## config.mk

```make
export PLATFORM = sky130hd
export DESIGN_NAME = data_mem_responder
export DESIGN_NICKNAME = d
export VERILOG_FILES = /design/src/rtl/data_mem_responder.sv
export SDC_FILE = /design/constraint.sdc
export NUM_CORES = 2
export LEC_CHECK = 0
export ABC_AREA = 1
export CAP_MARGIN = 20
export CORE_MARGIN = 10
export CORE_UTILIZATION = 48
export DETAILED_ROUTE_END_ITERATION = 7
export PLACE_DENSITY_LB_ADDON = 0.05
export SYNTH_ARGS = -nofsm -noshare
export SYNTH_HDL_FRONTEND = slang
export SYNTH_SLANG_ARGS = --single-unit
```

## constraint.sdc

```tcl
create_clock -name CLK -period 3.46 [get_ports CLK]
set_input_delay 0.519 -clock CLK [delete_from_list [all_inputs] [get_ports CLK]]
set_output_delay 0.519 -clock CLK [all_outputs]
set_load 0.03 [all_outputs]
```

## src/rtl/data_mem_responder.sv

```systemverilog
// Data-memory responder for the MEM stage: serves one load/store per request with a fixed wait.
// Latency: ready rises WAIT_CYCLES cycles after a request is first seen in IDLE; Data_Out is registered.
// Backpressure: ready stays low while a request is outstanding; the pipeline holds its request until ready=1.
module data_mem_responder #(
  parameter int unsigned DEPTH       = 64,
  parameter logic [31:0] BASE_ADDR   = 32'd1024,
  parameter int unsigned WAIT_CYCLES = 4
) (
  input  logic        CLK,
  input  logic        RST,
  input  logic        MEM_R_EN,
  input  logic        MEM_W_EN,
  input  logic [31:0] Address,
  input  logic [31:0] Data_In,
  output logic [31:0] Data_Out,
  output logic        ready,
  output logic        addr_err
);

  localparam int          IDX_W    = (DEPTH > 1) ? $clog2(DEPTH) : 1;
  localparam logic [31:0] SPAN     = 32'(4 * DEPTH);
  localparam logic [3:0]  CNT_INIT = (WAIT_CYCLES >= 2) ? 4'(WAIT_CYCLES - 2) : 4'd0;

  typedef enum logic [1:0] {
    S_IDLE = 2'd0,
    S_BUSY = 2'd1,
    S_DONE = 2'd2
  } state_t;

  state_t             state_q, state_d;
  logic [3:0]         cnt_q, cnt_d;
  logic [IDX_W-1:0]   idx_q;
  logic [31:0]        wdat_q;
  logic               store_q;
  logic               inr_q;
  logic [31:0]        dout_q, dout_d;
  logic               err_q, err_d;

  logic [31:0]        mem_q [DEPTH];

  logic               req;
  logic [31:0]        offset;
  logic               in_range;
  logic [IDX_W-1:0]   idx_w;

  // Commit controls: sourced from live inputs when IDLE jumps straight to DONE,
  // otherwise from the request captured in IDLE.
  logic               commit;
  logic [IDX_W-1:0]   c_idx;
  logic [31:0]        c_dat;
  logic               c_store;
  logic               c_inr;

  assign req      = MEM_R_EN | MEM_W_EN;
  // Subtracting first turns the two-sided range test into one unsigned compare.
  assign offset   = Address - BASE_ADDR;
  assign in_range = (offset < SPAN);
  assign idx_w    = offset[IDX_W+1:2];

  // Next-state, ready and commit selection.
  always_comb begin
    state_d = state_q;
    cnt_d   = cnt_q;
    ready   = 1'b1;
    commit  = 1'b0;
    c_idx   = idx_q;
    c_dat   = wdat_q;
    c_store = store_q;
    c_inr   = inr_q;
    case (state_q)
      S_IDLE: begin
        ready = ~req;
        if (req) begin
          if (WAIT_CYCLES == 1) begin
            state_d = S_DONE;
            commit  = 1'b1;
            c_idx   = idx_w;
            c_dat   = Data_In;
            c_store = MEM_W_EN;
            c_inr   = in_range;
          end else begin
            state_d = S_BUSY;
            cnt_d   = CNT_INIT;
          end
        end
      end
      S_BUSY: begin
        ready = 1'b0;
        if (cnt_q == 4'd0) begin
          state_d = S_DONE;
          commit  = 1'b1;
        end else begin
          cnt_d = cnt_q - 4'd1;
        end
      end
      S_DONE: begin
        ready   = 1'b1;
        state_d = S_IDLE;
      end
      default: begin
        state_d = S_IDLE;
      end
    endcase
  end

  // Load data and error flag produced on the edge entering DONE.
  always_comb begin
    dout_d = dout_q;
    err_d  = 1'b0;
    if (commit) begin
      err_d = ~c_inr;
      if (!c_store) begin
        dout_d = c_inr ? mem_q[c_idx] : 32'd0;
      end
    end
  end

  // Control and output registers with synchronous active-low reset.
  always_ff @(posedge CLK) begin
    if (!RST) begin
      state_q <= S_IDLE;
      cnt_q   <= 4'd0;
      dout_q  <= 32'd0;
      err_q   <= 1'b0;
    end else begin
      state_q <= state_d;
      cnt_q   <= cnt_d;
      dout_q  <= dout_d;
      err_q   <= err_d;
    end
  end

  // Capture the request in IDLE; later input changes are ignored until the next IDLE.
  always_ff @(posedge CLK) begin
    if (state_q == S_IDLE && req) begin
      idx_q   <= idx_w;
      wdat_q  <= Data_In;
      store_q <= MEM_W_EN;
      inr_q   <= in_range;
    end
  end

  // Array write: only in-range stores, only on entry to DONE, never on a reset edge.
  always_ff @(posedge CLK) begin
    if (RST && commit && c_store && c_inr) begin
      mem_q[c_idx] <= c_dat;
    end
  end

  assign Data_Out = dout_q;
  assign addr_err = err_q;

endmodule
```

==> metrics.txt <==
status=completed; cts bufs inserted=218; CTS Sinks=2133; critical-path cell list=inv_16 > buf_12 > buf_4 > nand2_1 > nand3_1 > nand3_1 > nand3_1 > nand3_1 > nand3_1 > nand3_1 > a21oi_1; Worst Setup Slack, final=0.543 ns; Max stage delay on crit path=0.46 ns; Max VDD drop=0.000576 V; Seq cells post-synth=2133; CP max stage cell=dfxtp_4; DR WL/cell=26.3 um; Die H=441 um; HP Class=input port to flop; ys flop type=edfxtp_1; share of layout cells above drive strength 1=8.86%; first-pass GRT wire length=370000 um; grt ovf=0; I/O Buffers=99; Crit path arrival time=3.70 ns; largest cells by area after synthesis=edfxtp_1 74%, nand3_1 11%, nand2_1 10%; fin crit share=84.3%; max_cap viols=0; Least-Margin Pin Slew=1.08 ns; vias in the first global route=52700; core area=176000 sq um; Post-Syn Instances=7044; FFs w/ async S/R, synth=0%; unrepaired setup endpoints after global routing=false; number of flops mapped to enable cells by yosys=2088; hold buffers post-CTS=0; row count=154; setup_tns=0 ns; Syn Nets=7114; Post-route DRC=0; non-filler instance count after layout=9720; final clock skew=0.0208 ns; DP Wirelength=139000 um; worst hold slack=0.222 ns; overall power=68200 uW; P_leak=0.0342 uW; register area share after synthesis=74.7%; via-per-instance ratio=5.73; RD Place Congestion=0.810; vias post-DR=55700; H-tree depth=4; crit path time final=2.92 ns; most numerous cell in the Yosys netlist=nand2_1; latest clock arrival within the worst-skew pair=0.85 ns; DRT Wirelength=256000 um; crit end category=flop; Root Driver=clkbuf_16; GRT Overall Usage=26.0%; nets=7266; drt pass-1 iters=8; most frequent CP cell=nand3_1; chip width=441 um; Yosys top cell by area=edfxtp_1; DIE AREA=195000 sq um; Slew headroom=28.0%; cell family with most CP delay=buffers and inverters; DP Cell Count=9316; Ports=102; largest net degree at the start of global routing=113; Final Hold Fails=0; CP startpoint kind=flop; CP required=4.25 ns; Met2 Wirelength=119000 um; top cells by count, synth=2345 x nand2_1, 2088 x edfxtp_1, 1919 x nand3_1, 263 x buf_2, 96 x nor2_1; Syn. warnings=0; Antenna Nets Post-Route=0; CTS tree=built; initial antenna violation count=6; cell area power density=699 nW/um^2; Initial Util=48.3%; crit path kind=flop to flop; worst slack, placed=0.486 ns; CTS clk-pin slew, worst paths=0.06 ns; post-CTS sizing=0; P&R area growth vs syn=14.6%; postcts setup bufs=0; post-route met1 wirelength=109000 um; count of cell types in the netlist=26; Synth Area per Inst=12.1 sq um; share of the synthesized area in the top cell type=73.6%; critical-path maximum fanout=77; Max Slew Vio Count=0; Mapped Area=85200 sq um; clk buf depth=3; Top Layer Used=met4; metal3 WL=18700 um; Finish-stage setup viols=0; worst path bufs/invs=3; 1st-iter DRT viols=6430; fmax=343 MHz
-- worst paths after layout --
check / startpoint / endpoint / slack (ns) / cells past startpoint
setup reg to reg: flop / Data_Out[30] / 0.54 / 11
setup / recovery: flop / Data_Out[30] / 0.54 / 11
hold / removal: Data_In[8] / c_dat[8] / 0.22 / 1
hold reg to reg: cnt_q[0] / cnt_q[0] / 0.45 / 1
-- cells in the final DEF, fill, tap and decap left out, types with 5 or more instances in the layout --
master and count:
clkbuf_1 54, inv_6 9, bufinv_16 14, dfxtp_4 5, clkbuf_16 225, clkbuf_8 6
nor2_4 65, clkinv_1 59, clkinv_2 28, nor2_1 31, inv_1 23, nor3_1 6
o21ai_0 11, nand2_1 2344, buf_4 182, diode_2 7, dfxtp_1 39, clkdlybuf4s50_1 99
nand3_1 1919, edfxtp_1 2088, a21oi_1 34, buf_12 106
-- flip-flops by register name (all words and copies together) (netlist names), named ones only --
register,flops
mem_q,2048
Data_Out,32
c_dat,32
c_idx,6
cnt_q,4
state_q,2
addr_err,1
c_inr,1
c_store,1
-- stage by stage --
stage	instance area (sq um)	utilization, %
final	97600	55.4
after global routing	97600	55.4
after CTS	97600	55.4
after detailed placement	90800	51.5
after global placement	90800	51.5
after floorplan	85200	-
-- power breakdown --
part	internal, uW	switching (uW)	total (uW)
Sequential	29400	212	29600
Clock	13000	9710	22700
Combinational	4120	11800	16000
-- routing by layer --
metal | vias up | global-route usage, %
met5 | - | 0
met3 | 366 | 3.62
met4 | 0 | 8.51
li1 | 25400 | -
met1 | 27700 | 37.2
met2 | 2275 | 41.2
-- final cells by class --
type                            instances  area, sq um
Clock buffer                          285         5920
Multi-Input combinational cell       4425        19600
Tap cell                             2340         2930
Inverter                               31          153
Fill cell                           14700        78700
Antenna cell                            7         17.5
Clock inverter                        112          880
Timing Repair Buffer                  387         4480
Sequential cell                      2133        63600
-- logic make-up (layout without fill, tap and decap cells) --
group                      count (synthesis)  in the layout  synth area share, %
buffers and inverters                    486            815                 2.85
AOI/OAI and AO/OA                         48             48                0.291
other                                      0              7                    0
adders and majority gates                  2              2               0.0294
and+or+nand+nor                         4375           4375                 22.1
DFF                                     2133           2133                 74.7
(Power assumes the default switching activity.)
